### config.mk
export PLATFORM = sky130hd
export DESIGN_NAME = vga_pixel_pipe
export DESIGN_NICKNAME = d
export VERILOG_FILES = /design/src/rtl/vga_pixel_pipe.sv
export SDC_FILE = /design/constraint.sdc
export NUM_CORES = 1
export LEC_CHECK = 0
export ABC_AREA = 0
export CAP_MARGIN = 10
export CORE_ASPECT_RATIO = 0.7
export CORE_UTILIZATION = 50
export DETAILED_ROUTE_END_ITERATION = 8
export PLACE_DENSITY = 0.82
export SETUP_SLACK_MARGIN = 0.2
export SYNTH_ARGS = -nofsm -noshare
export SYNTH_HDL_FRONTEND = slang
export SYNTH_SLANG_ARGS = --single-unit
### constraint.sdc
create_clock -name clk -period 2.2 [get_ports clk]
set_input_delay 0.66 -clock clk [delete_from_list [all_inputs] [get_ports clk]]
set_output_delay 0.66 -clock clk [all_outputs]
set_load 0.02 [all_outputs]
### src/rtl/vga_pixel_pipe.sv
// Two-stage pixel pipeline behind vga_controller: sync generation, tile decode to RGB,
// and a frame-divided game tick issued at the start of vertical blanking.
module vga_pixel_pipe #(
  parameter int unsigned HACTIVE     = 640,
  parameter int unsigned HFP         = 16,
  parameter int unsigned HSYNC       = 96,
  parameter int unsigned HBP         = 48,
  parameter int unsigned VACTIVE     = 480,
  parameter int unsigned VFP         = 10,
  parameter int unsigned VSYNC       = 2,
  parameter int unsigned TILE        = 20,
  parameter int unsigned CBITS       = 2,
  parameter int unsigned TICK_FRAMES = 8
) (
  input  logic             clk,
  input  logic             reset,
  input  logic [9:0]       row,
  input  logic [9:0]       col,
  input  logic             re,
  input  logic [2:0]       rdata,
  output logic             hsync,
  output logic             vsync,
  output logic [CBITS-1:0] red,
  output logic [CBITS-1:0] green,
  output logic [CBITS-1:0] blue,
  output logic             game_tick
);

  localparam logic [9:0] HActive    = 10'(HACTIVE);
  localparam logic [9:0] HSyncStart = 10'(HACTIVE + HFP);
  localparam logic [9:0] HSyncEnd   = 10'(HACTIVE + HFP + HSYNC);
  localparam logic [9:0] HLast      = 10'(HACTIVE + HFP + HSYNC + HBP - 1);
  localparam logic [9:0] VActive    = 10'(VACTIVE);
  localparam logic [9:0] VSyncStart = 10'(VACTIVE + VFP);
  localparam logic [9:0] VSyncEnd   = 10'(VACTIVE + VFP + VSYNC);
  localparam logic [4:0] TileMax    = 5'(TILE - 1);
  localparam logic [5:0] TickMax    = 6'(TICK_FRAMES - 1);
  localparam logic [CBITS-1:0] CMax = {CBITS{1'b1}};

  // Stage 1 state
  logic       active_q, hs_q, vs_q, re_d;
  logic [4:0] xoff_q, yoff_q;
  logic [2:0] tile_q;

  // Frame divider state
  logic       vblank_q;
  logic [5:0] frame_q;
  logic       vblank_start;

  // Decode
  logic [2:0]       tile_cur;
  logic             gap;
  logic [CBITS-1:0] red_d, green_d, blue_d;

  assign vblank_start = (row == 10'd0) && (col == VActive);

  // The fetched code is forwarded while it is on rdata so a fetch lands with its own pixel.
  assign tile_cur = re_d ? rdata : tile_q;
  assign gap      = (xoff_q == 5'd0) || (yoff_q == 5'd0);

  always_comb begin
    red_d   = '0;
    green_d = '0;
    blue_d  = '0;
    if (active_q) begin
      case (tile_cur)
        3'd0: ;
        3'd1: if (!gap) green_d = CMax;
        3'd2: begin
          if (!gap) begin
            if ((xoff_q == 5'd5 || xoff_q == 5'd14) && yoff_q == 5'd6) blue_d = CMax;
            else green_d = CMax;
          end
        end
        3'd3: begin
          if (xoff_q >= 5'd5 && xoff_q <= 5'd14 && yoff_q >= 5'd5 && yoff_q <= 5'd14) begin
            red_d = CMax;
          end
        end
        3'd4: begin
          red_d   = CMax;
          green_d = CMax;
          blue_d  = CMax;
        end
        default: begin
          red_d  = CMax;
          blue_d = CMax;
        end
      endcase
    end
  end

  always_ff @(posedge clk) begin
    if (reset) begin
      active_q  <= 1'b0;
      hs_q      <= 1'b0;
      vs_q      <= 1'b0;
      re_d      <= 1'b0;
      xoff_q    <= '0;
      yoff_q    <= '0;
      tile_q    <= '0;
      hsync     <= 1'b1;
      vsync     <= 1'b1;
      red       <= '0;
      green     <= '0;
      blue      <= '0;
      vblank_q  <= 1'b0;
      frame_q   <= '0;
      game_tick <= 1'b0;
    end else begin
      active_q <= (row < HActive) && (col < VActive);
      hs_q     <= (row >= HSyncStart) && (row < HSyncEnd);
      vs_q     <= (col >= VSyncStart) && (col < VSyncEnd);
      re_d     <= re;
      if (re_d) tile_q <= rdata;

      if (row == 10'd0) begin
        xoff_q <= '0;
      end else if (row < HActive) begin
        xoff_q <= (xoff_q == TileMax) ? 5'd0 : xoff_q + 5'd1;
      end

      if (row == 10'd0 && col == 10'd0) begin
        yoff_q <= '0;
      end else if (row == HLast && col < VActive) begin
        yoff_q <= (yoff_q == TileMax) ? 5'd0 : yoff_q + 5'd1;
      end

      hsync <= ~hs_q;
      vsync <= ~vs_q;
      red   <= red_d;
      green <= green_d;
      blue  <= blue_d;

      // Tick is taken straight from row/col so game logic gets the whole blanking interval.
      vblank_q  <= vblank_start;
      game_tick <= 1'b0;
      if (vblank_start && !vblank_q) begin
        if (frame_q == TickMax) begin
          frame_q   <= '0;
          game_tick <= 1'b1;
        end else begin
          frame_q <= frame_q + 6'd1;
        end
      end
    end
  end

endmodule
## Word level (Yosys, flattened, before mapping)

Index checks and enable logic that the tools add are counted.

| storage, ports and cells | value |
|---|---|
| flip-flop bits (word level) | 33 |
| input port bits | 26 |
| output and inout bits | 9 |
| word-level logic and storage cells | 83 |

| cells by class | value |
|---|---|
| add/subtract/negate cells | 3 |
| magnitude comparators | 10 |
| equality and inequality tests | 12 |
| multiplexer cells | 14 |
| bitwise logic cells | 4 |
| reduce and logical (&&, ||, !) cells | 25 |

Operator list:

| operator | count |
|---|---|
| $logic_not 10->1 | 2 |
| $lt 10x10->1 const B | 2 |
| $lt 10x9->1 const B | 2 |
| $mux 2 | 6 |
| $logic_and 1x1->1 | 11 |
| $add 5x1->5 const B | 2 |
| $eq 10x10->1 const B | 1 |
| $eq 10x9->1 const B | 1 |
| $eq 5x3->1 const B | 2 |
| $eq 5x5->1 const B | 2 |
| $ge 10x10->1 const B | 1 |
| $ge 10x9->1 const B | 1 |
| $ge 5x3->1 const B | 2 |
| $le 5x4->1 const B | 2 |
| $logic_not 5->1 | 2 |
| $mux 5 | 2 |
| $pmux 2 s2 | 2 |
| $reduce_or 2->1 | 4 |
| $add 6x1->6 const B | 1 |
| $eq 3x2->1 const B | 2 |
| $eq 6x3->1 const B | 1 |
| $mux 6 | 1 |
| $pmux 2 s3 | 1 |
| $reduce_or 3->1 | 2 |
| 9 further kinds | 13 |

## Logic depth before layout (Yosys ltp)

| logic depth | value |
|---|---|
| depth in word-level cells | 6 |
| gate-level depth with buffers | 6 |
| gate-level depth less buffers | 6 |

## Worst setup path before layout

OpenSTA, ideal clock, no wires.

| path | value |
|---|---|
| kind | input to register |
| start point | input row[1] |
| end point | register frame_q[5] |
| library setup time | 0.121 ns |
| arrival time | 1.801 ns |
| required time | 2.079 ns |
| path slack | 0.279 ns |
| stages on the path | 4 |
| path buffers | 0 |
| path through | nor4_2 -> nand3_2 -> nor4b_1 -> mux2_2 |

| on the way | value |
|---|---|
| word-level cells in the longest chain between the ends | 3 |

RTL lines:

| what | line | source |
|---|---|---|
| start, declared | 17 | `input logic [9:0] row,` |
| $logic_not 10->1 | 55 | `assign vblank_start = (row == 10'd0) && (col == VActive);` |
| $logic_and 1x1->1 | 55 |  |
| $logic_and 1x1->1 | 138 | `if (vblank_start && !vblank_q) begin` |
| end signal, assigned | 143 | `frame_q <= frame_q + 6'd1;` |
| end, declared | 47 | `logic [5:0] frame_q;` |

No other way between the ends.
A chain may end at the register's enable or synchronous reset.

## Final worst setup path

| path | value |
|---|---|
| start point | input col[2] |
| end point | register frame_q[3] |

| on the way | value |
|---|---|
| word-level cells in the longest chain between the ends | 3 |

RTL lines:

| what | line | source |
|---|---|---|
| start, declared | 18 | `input logic [9:0] col,` |
| $eq 10x9->1 | 55 |  |
| $logic_and 1x1->1 | 55 |  |
| $logic_and 1x1->1 | 138 |  |

No other way between the ends.

==> qor.log <==
INFO  power          internal_power=0.000879W
INFO  logic_synthesis postSynth.topFlopCell=sky130_fd_sc_hd__dfxtp_1
INFO  sta            rsz0062_at_grt=yes
INFO  worst_setup_path worstPathBufferInverterCount=1
INFO  detailed_routing remaining_antenna_violation_count=0
INFO  logic_synthesis synth_largest_area_cell=sky130_fd_sc_hd__dfxtp_1
INFO  layout         layout.filler_cells=231
INFO  clocking       clkTransAtPathRegs=0.07ns
INFO  clocking       cts_tree=yes
INFO  clocking       cts_buffers=5
INFO  logic_synthesis synth.yosys.seq_area_share=36.1%
INFO  worst_setup_path crit_slowest_cell=sky130_fd_sc_hd__or3_4
INFO  floorplan      die_span_in_y=50.3um
INFO  job            drv.max_cap_violation_count=0
INFO  worst_setup_path worstSetupPathDepth=5
INFO  worst_setup_path worst_setup_path_startpoint=col[2]
INFO  detailed_routing met3RoutedLength=361um
INFO  worst_setup_path critical_path.top_delay_family=simple AND/OR/NAND/NOR gates
INFO  clocking       cts.sink_count=30
INFO  worst_setup_path setup.worst_path.start_class=primary input
INFO  power          seq_power_share=48.2%
INFO  clocking       cts_root_buf=sky130_fd_sc_hd__clkbuf_8
INFO  power          vdd_ir_drop_max=279uV
INFO  floorplan      design.die.area=3570squm
INFO  grt            grt_max_degree=18
INFO  floorplan      std_cell_rows=17
INFO  grt            grt_antenna_before_repair=0
INFO  detailed_routing vias=1693
INFO  place          place.port_buffers=34
INFO  power          power_density=502nW/um^2
INFO  detailed_routing drcViolationCount=3
INFO  worst_setup_path worst-endpoint-arrival=2.16ns
INFO  logic_synthesis count_of_flip_flops_with_a_built_in_enable_after_synthesis=0
INFO  logic_synthesis synth_top_cell_area_share=36.1%
INFO  grt            vias_in_the_first_global_route=1581
INFO  worst_setup_path endpoint=frame_q[3]$_SDFFE_PP0P_
INFO  logic_synthesis cell_area_after_synthesis=1660squm
INFO  logic_synthesis post_synth.cell_area_avg=8.71squm
INFO  logic_synthesis yosys.cell_types.count=46
INFO  grt            wire_length_of_the_first_global_routing_pass=7.23mm
INFO  worst_setup_path timing.reg2reg.worst_path_depth=4
INFO  layout         final_cells=280
INFO  grt            globalRoute.totalOverflow=0
INFO  floorplan      design.core.area=3170squm
INFO  clocking       clk-insertion-delay-late=0.29ns
INFO  logic_synthesis yosys-top-cells-area=sky130_fd_sc_hd__dfxtp_1 (36%), sky130_fd_sc_hd__ha_1 (6.8%), sky130_fd_sc_hd__nand2_1 (4.7%), sky130_fd_sc_hd__a21oi_1 (3.9%), sky130_fd_sc_hd__mux2i_1 (3.6%)
INFO  outcome        run_status=finished with violations
INFO  logic_synthesis synth_async_sr_flop_share=0%
INFO  sta            hold_viol=0
INFO  floorplan      chipWidth=71.0um
INFO  power          power.static_leakage=0.889nW
INFO  layout         drive_gt1_share=20.7%
INFO  sta            drv_slew=0
INFO  layout         ff_latch_area=601squm
INFO  sta            final-setup-viol-count=0
INFO  worst_setup_path endpoint_kind=flip-flop
INFO  detailed_routing detail_route.wl_per_cell=16.3um
INFO  power          sw_ratio=25.1%
INFO  worst_hold_path hold_path.class=flip-flop to flip-flop
INFO  sta            slew_headroom=71.9%
INFO  place          dp_hpwl=2.98mm
INFO  floorplan      initial_core_util=52.5%
INFO  detailed_routing drtIter0Drc=127
INFO  power          p_comb_share=12.2%
INFO  sta            max_freq=0.509GHz
INFO  worst_setup_path timing.critical_path.cells=clkdlybuf4s50_1 -> nor2_1 -> nand2_4 -> or3_4 -> o32ai_2
INFO  detailed_routing first_pass_detailed_route_iteration_total=7
INFO  grt            track_usage=26.4%
INFO  worst_setup_path r2r_end=frame_q[3]$_SDFFE_PP0P_
INFO  worst_setup_path worst-endpoint-required=2.40ns
INFO  power          power.clock.fraction=39.6%
INFO  place          place_inst=270
INFO  worst_setup_path rr_startpoint=frame_q[3]$_SDFFE_PP0P_
INFO  power          p_sw=0.000294W
INFO  worst_setup_path regToRegSetupSlack=0.51ns
INFO  layout         area_growth=40.5%
INFO  layout         multi_input_area=1080squm
INFO  worst_setup_path worst-setup-path-type=primary input to flip-flop
INFO  place          routabilityCongestion=0.825
INFO  clocking       cts_htree_levels=2
INFO  sta            worstMarginPinSlew=0.410ns
INFO  layout         n_antenna_cell=0
INFO  sta            fin_hold_ws=0.363ns
INFO  worst_setup_path critical-path-max-stage-delay=0.42ns
INFO  layout         fin_nets=276
INFO  detailed_routing met2_length=2.12mm
INFO  sta            layout_worst_path_cycle_share=89.2%
INFO  logic_synthesis yosys_reg_bits=30
INFO  clocking       cts-root-to-sink-buffers=2
INFO  sta            period_needed=1.96ns
INFO  logic_synthesis synthCells=191
INFO  logic_synthesis postSynthNetCount=226
INFO  detailed_routing ratio_of_routed_vias_to_standard_cells=6.05
INFO  detailed_routing wirelength_met1=1.95mm
INFO  detailed_routing drt-total-wl=4.55mm
INFO  floorplan      floorplan.io_pins=35
INFO  worst_setup_path critical_path_peak_fanout=7
INFO  outcome        failed_checks=DRC
INFO  detailed_routing route.top_layer_used=met4
INFO  logic_synthesis synth.yosys.warnings=0
INFO  sta            final.setup_skew=0.00483ns
## placed cells by master, fill, tap and decap left out, types with 2 or more instances in the layout
master                             n
sky130_fd_sc_hd__nand3b_1          2
sky130_fd_sc_hd__nor2_1           15
sky130_fd_sc_hd__inv_1             7
sky130_fd_sc_hd__nand2_1          20
sky130_fd_sc_hd__a311o_1           2
sky130_fd_sc_hd__dlymetal6s2s_1    5
sky130_fd_sc_hd__clkdlybuf4s50_1  18
sky130_fd_sc_hd__nor2b_1           9
sky130_fd_sc_hd__mux2_2            2
sky130_fd_sc_hd__nor4_4            2
sky130_fd_sc_hd__clkdlybuf4s15_1   3
sky130_fd_sc_hd__a21oi_1          12
sky130_fd_sc_hd__buf_4            13
sky130_fd_sc_hd__nor4b_1           3
sky130_fd_sc_hd__mux2i_1           6
sky130_fd_sc_hd__or4_1             2
sky130_fd_sc_hd__buf_6             5
sky130_fd_sc_hd__nand4b_1          5
sky130_fd_sc_hd__ha_1              9
sky130_fd_sc_hd__dfxtp_1          30
sky130_fd_sc_hd__clkbuf_8          6
sky130_fd_sc_hd__o21ai_0           8
sky130_fd_sc_hd__nor3_2            2
sky130_fd_sc_hd__nand4_1           2
sky130_fd_sc_hd__and4b_1           2
sky130_fd_sc_hd__nand3_1           5
sky130_fd_sc_hd__clkbuf_2          3
sky130_fd_sc_hd__or3_1             6
sky130_fd_sc_hd__nor4_1            3
sky130_fd_sc_hd__dlygate4sd2_1     5
sky130_fd_sc_hd__nor4b_2           2
## stage by stage
stage	TNS [ns]	power, W	worst slack, ns	instance area (sq um)	utilization [%]
floorplan	0	0.000632	0.279	1660	-
global placement	-2.26	0.000711	-0.235	2120	66.8
detailed placement	-3.48	0.000714	-0.339	2120	66.8
CTS	0	0.00117	0.192	2290	72.4
global route	0	0.00121	0.189	2340	73.7
finish	0	0.00117	0.237	2340	73.7
## sequential cells by signal (all words and copies together), names as in the netlist
name       cells
vblank_q       1
green          1
yoff_q         5
frame_q        6
active_q       1
hsync          1
red            1
xoff_q         5
game_tick      1
vsync          1
blue           1
vs_q           1
re_d           1
hs_q           1
tile_q         3
## worst min path at each step
stage                    start                to  slack, ns  depth (start not counted)
2_1_floorplan  hs_q$_SDFF_PP0_  hsync$_SDFF_PP1_       0.34                          1
3_3_place_gp   vs_q$_SDFF_PP0_  vsync$_SDFF_PP1_       0.35                          1
3_5_place_dp   vs_q$_SDFF_PP0_  vsync$_SDFF_PP1_       0.35                          1
4_1_cts        vs_q$_SDFF_PP0_  vsync$_SDFF_PP1_       0.37                          1
5_1_grt        vs_q$_SDFF_PP0_  vsync$_SDFF_PP1_       0.38                          1
6_report       vs_q$_SDFF_PP0_  vsync$_SDFF_PP1_       0.36                          1
## cell families (layout without fill, tap and decap cells)
group,after synthesis,count (layout),share of synthesized area (%)
XOR/XNOR,1,1,0.526
adder cells (fa/ha/maj),9,9,6.77
buffers and inverters,18,69,5.26
AND/OR/NAND/NOR,92,92,32.9
flip-flops,30,30,36.1
multiplexers,9,9,5.64
AO/OA/AOI/OAI,32,32,12.9
## what timing repair did
item	4_1_cts	5_1_grt
endpoints found under the setup margin	12	12
setup buffers	2	0
resized for setup	27	22
pin swaps	6	8
hold buffers	0	0
## layer usage
metal  up-vias  global-route usage [%]
li1        792                       -
met1       793                    32.8
met5         -                       0
met3        16                    8.43
met4         0                    9.00
met2        92                    43.3
## cell type report
type                    count  area share, %
well taps                  38           2.03
flip-flops and latches     30           25.7
multi-input cells         143           46.1
clock inverters             1          0.214
repair buffers             52           20.8
inverters                   9           1.45
clock buffers               7           3.69
## power groups by stage
stage | Sequential (W) | Combinational (W) | Clock, W
global placement | 0.000576 | 0.000135 | 0
finish | 0.000565 | 0.000144 | 0.000465
global route | 0.000566 | 0.000154 | 0.000494
CTS | 0.000564 | 0.000139 | 0.000465
floorplan | 0.000573 | 0.0000594 | 0
detailed placement | 0.000576 | 0.000137 | 0
## synthesized netlist by cell type (2+ instances only)
cell type,number
sky130_fd_sc_hd__nor2_1,15
sky130_fd_sc_hd__nor3_1,3
sky130_fd_sc_hd__a311o_1,2
sky130_fd_sc_hd__or4_1,3
sky130_fd_sc_hd__nand4b_1,5
sky130_fd_sc_hd__nand2_1,21
sky130_fd_sc_hd__mux2_2,2
sky130_fd_sc_hd__nor2b_1,9
sky130_fd_sc_hd__buf_4,3
sky130_fd_sc_hd__nor4_1,4
sky130_fd_sc_hd__nand3b_1,2
sky130_fd_sc_hd__nor4b_1,5
sky130_fd_sc_hd__dfxtp_1,30
sky130_fd_sc_hd__clkbuf_1,3
sky130_fd_sc_hd__mux2i_1,6
sky130_fd_sc_hd__a2111oi_0,2
sky130_fd_sc_hd__nand3_1,5
sky130_fd_sc_hd__o21ai_0,8
sky130_fd_sc_hd__and4b_1,2
sky130_fd_sc_hd__a21oi_1,13
sky130_fd_sc_hd__or3_1,6
sky130_fd_sc_hd__inv_1,8
sky130_fd_sc_hd__nor4_2,2
sky130_fd_sc_hd__nand4_1,2
sky130_fd_sc_hd__ha_1,9
## worst reg2reg max path, stage by stage (launching register included)
cell and delay [ns]:
sky130_fd_sc_hd__dfxtp_1 0.36, sky130_fd_sc_hd__nor4b_1 0.43, sky130_fd_sc_hd__nand2_1 0.19, sky130_fd_sc_hd__a2111oi_2 0.45, sky130_fd_sc_hd__o32ai_2 0.13
(Power assumes the default switching activity.)
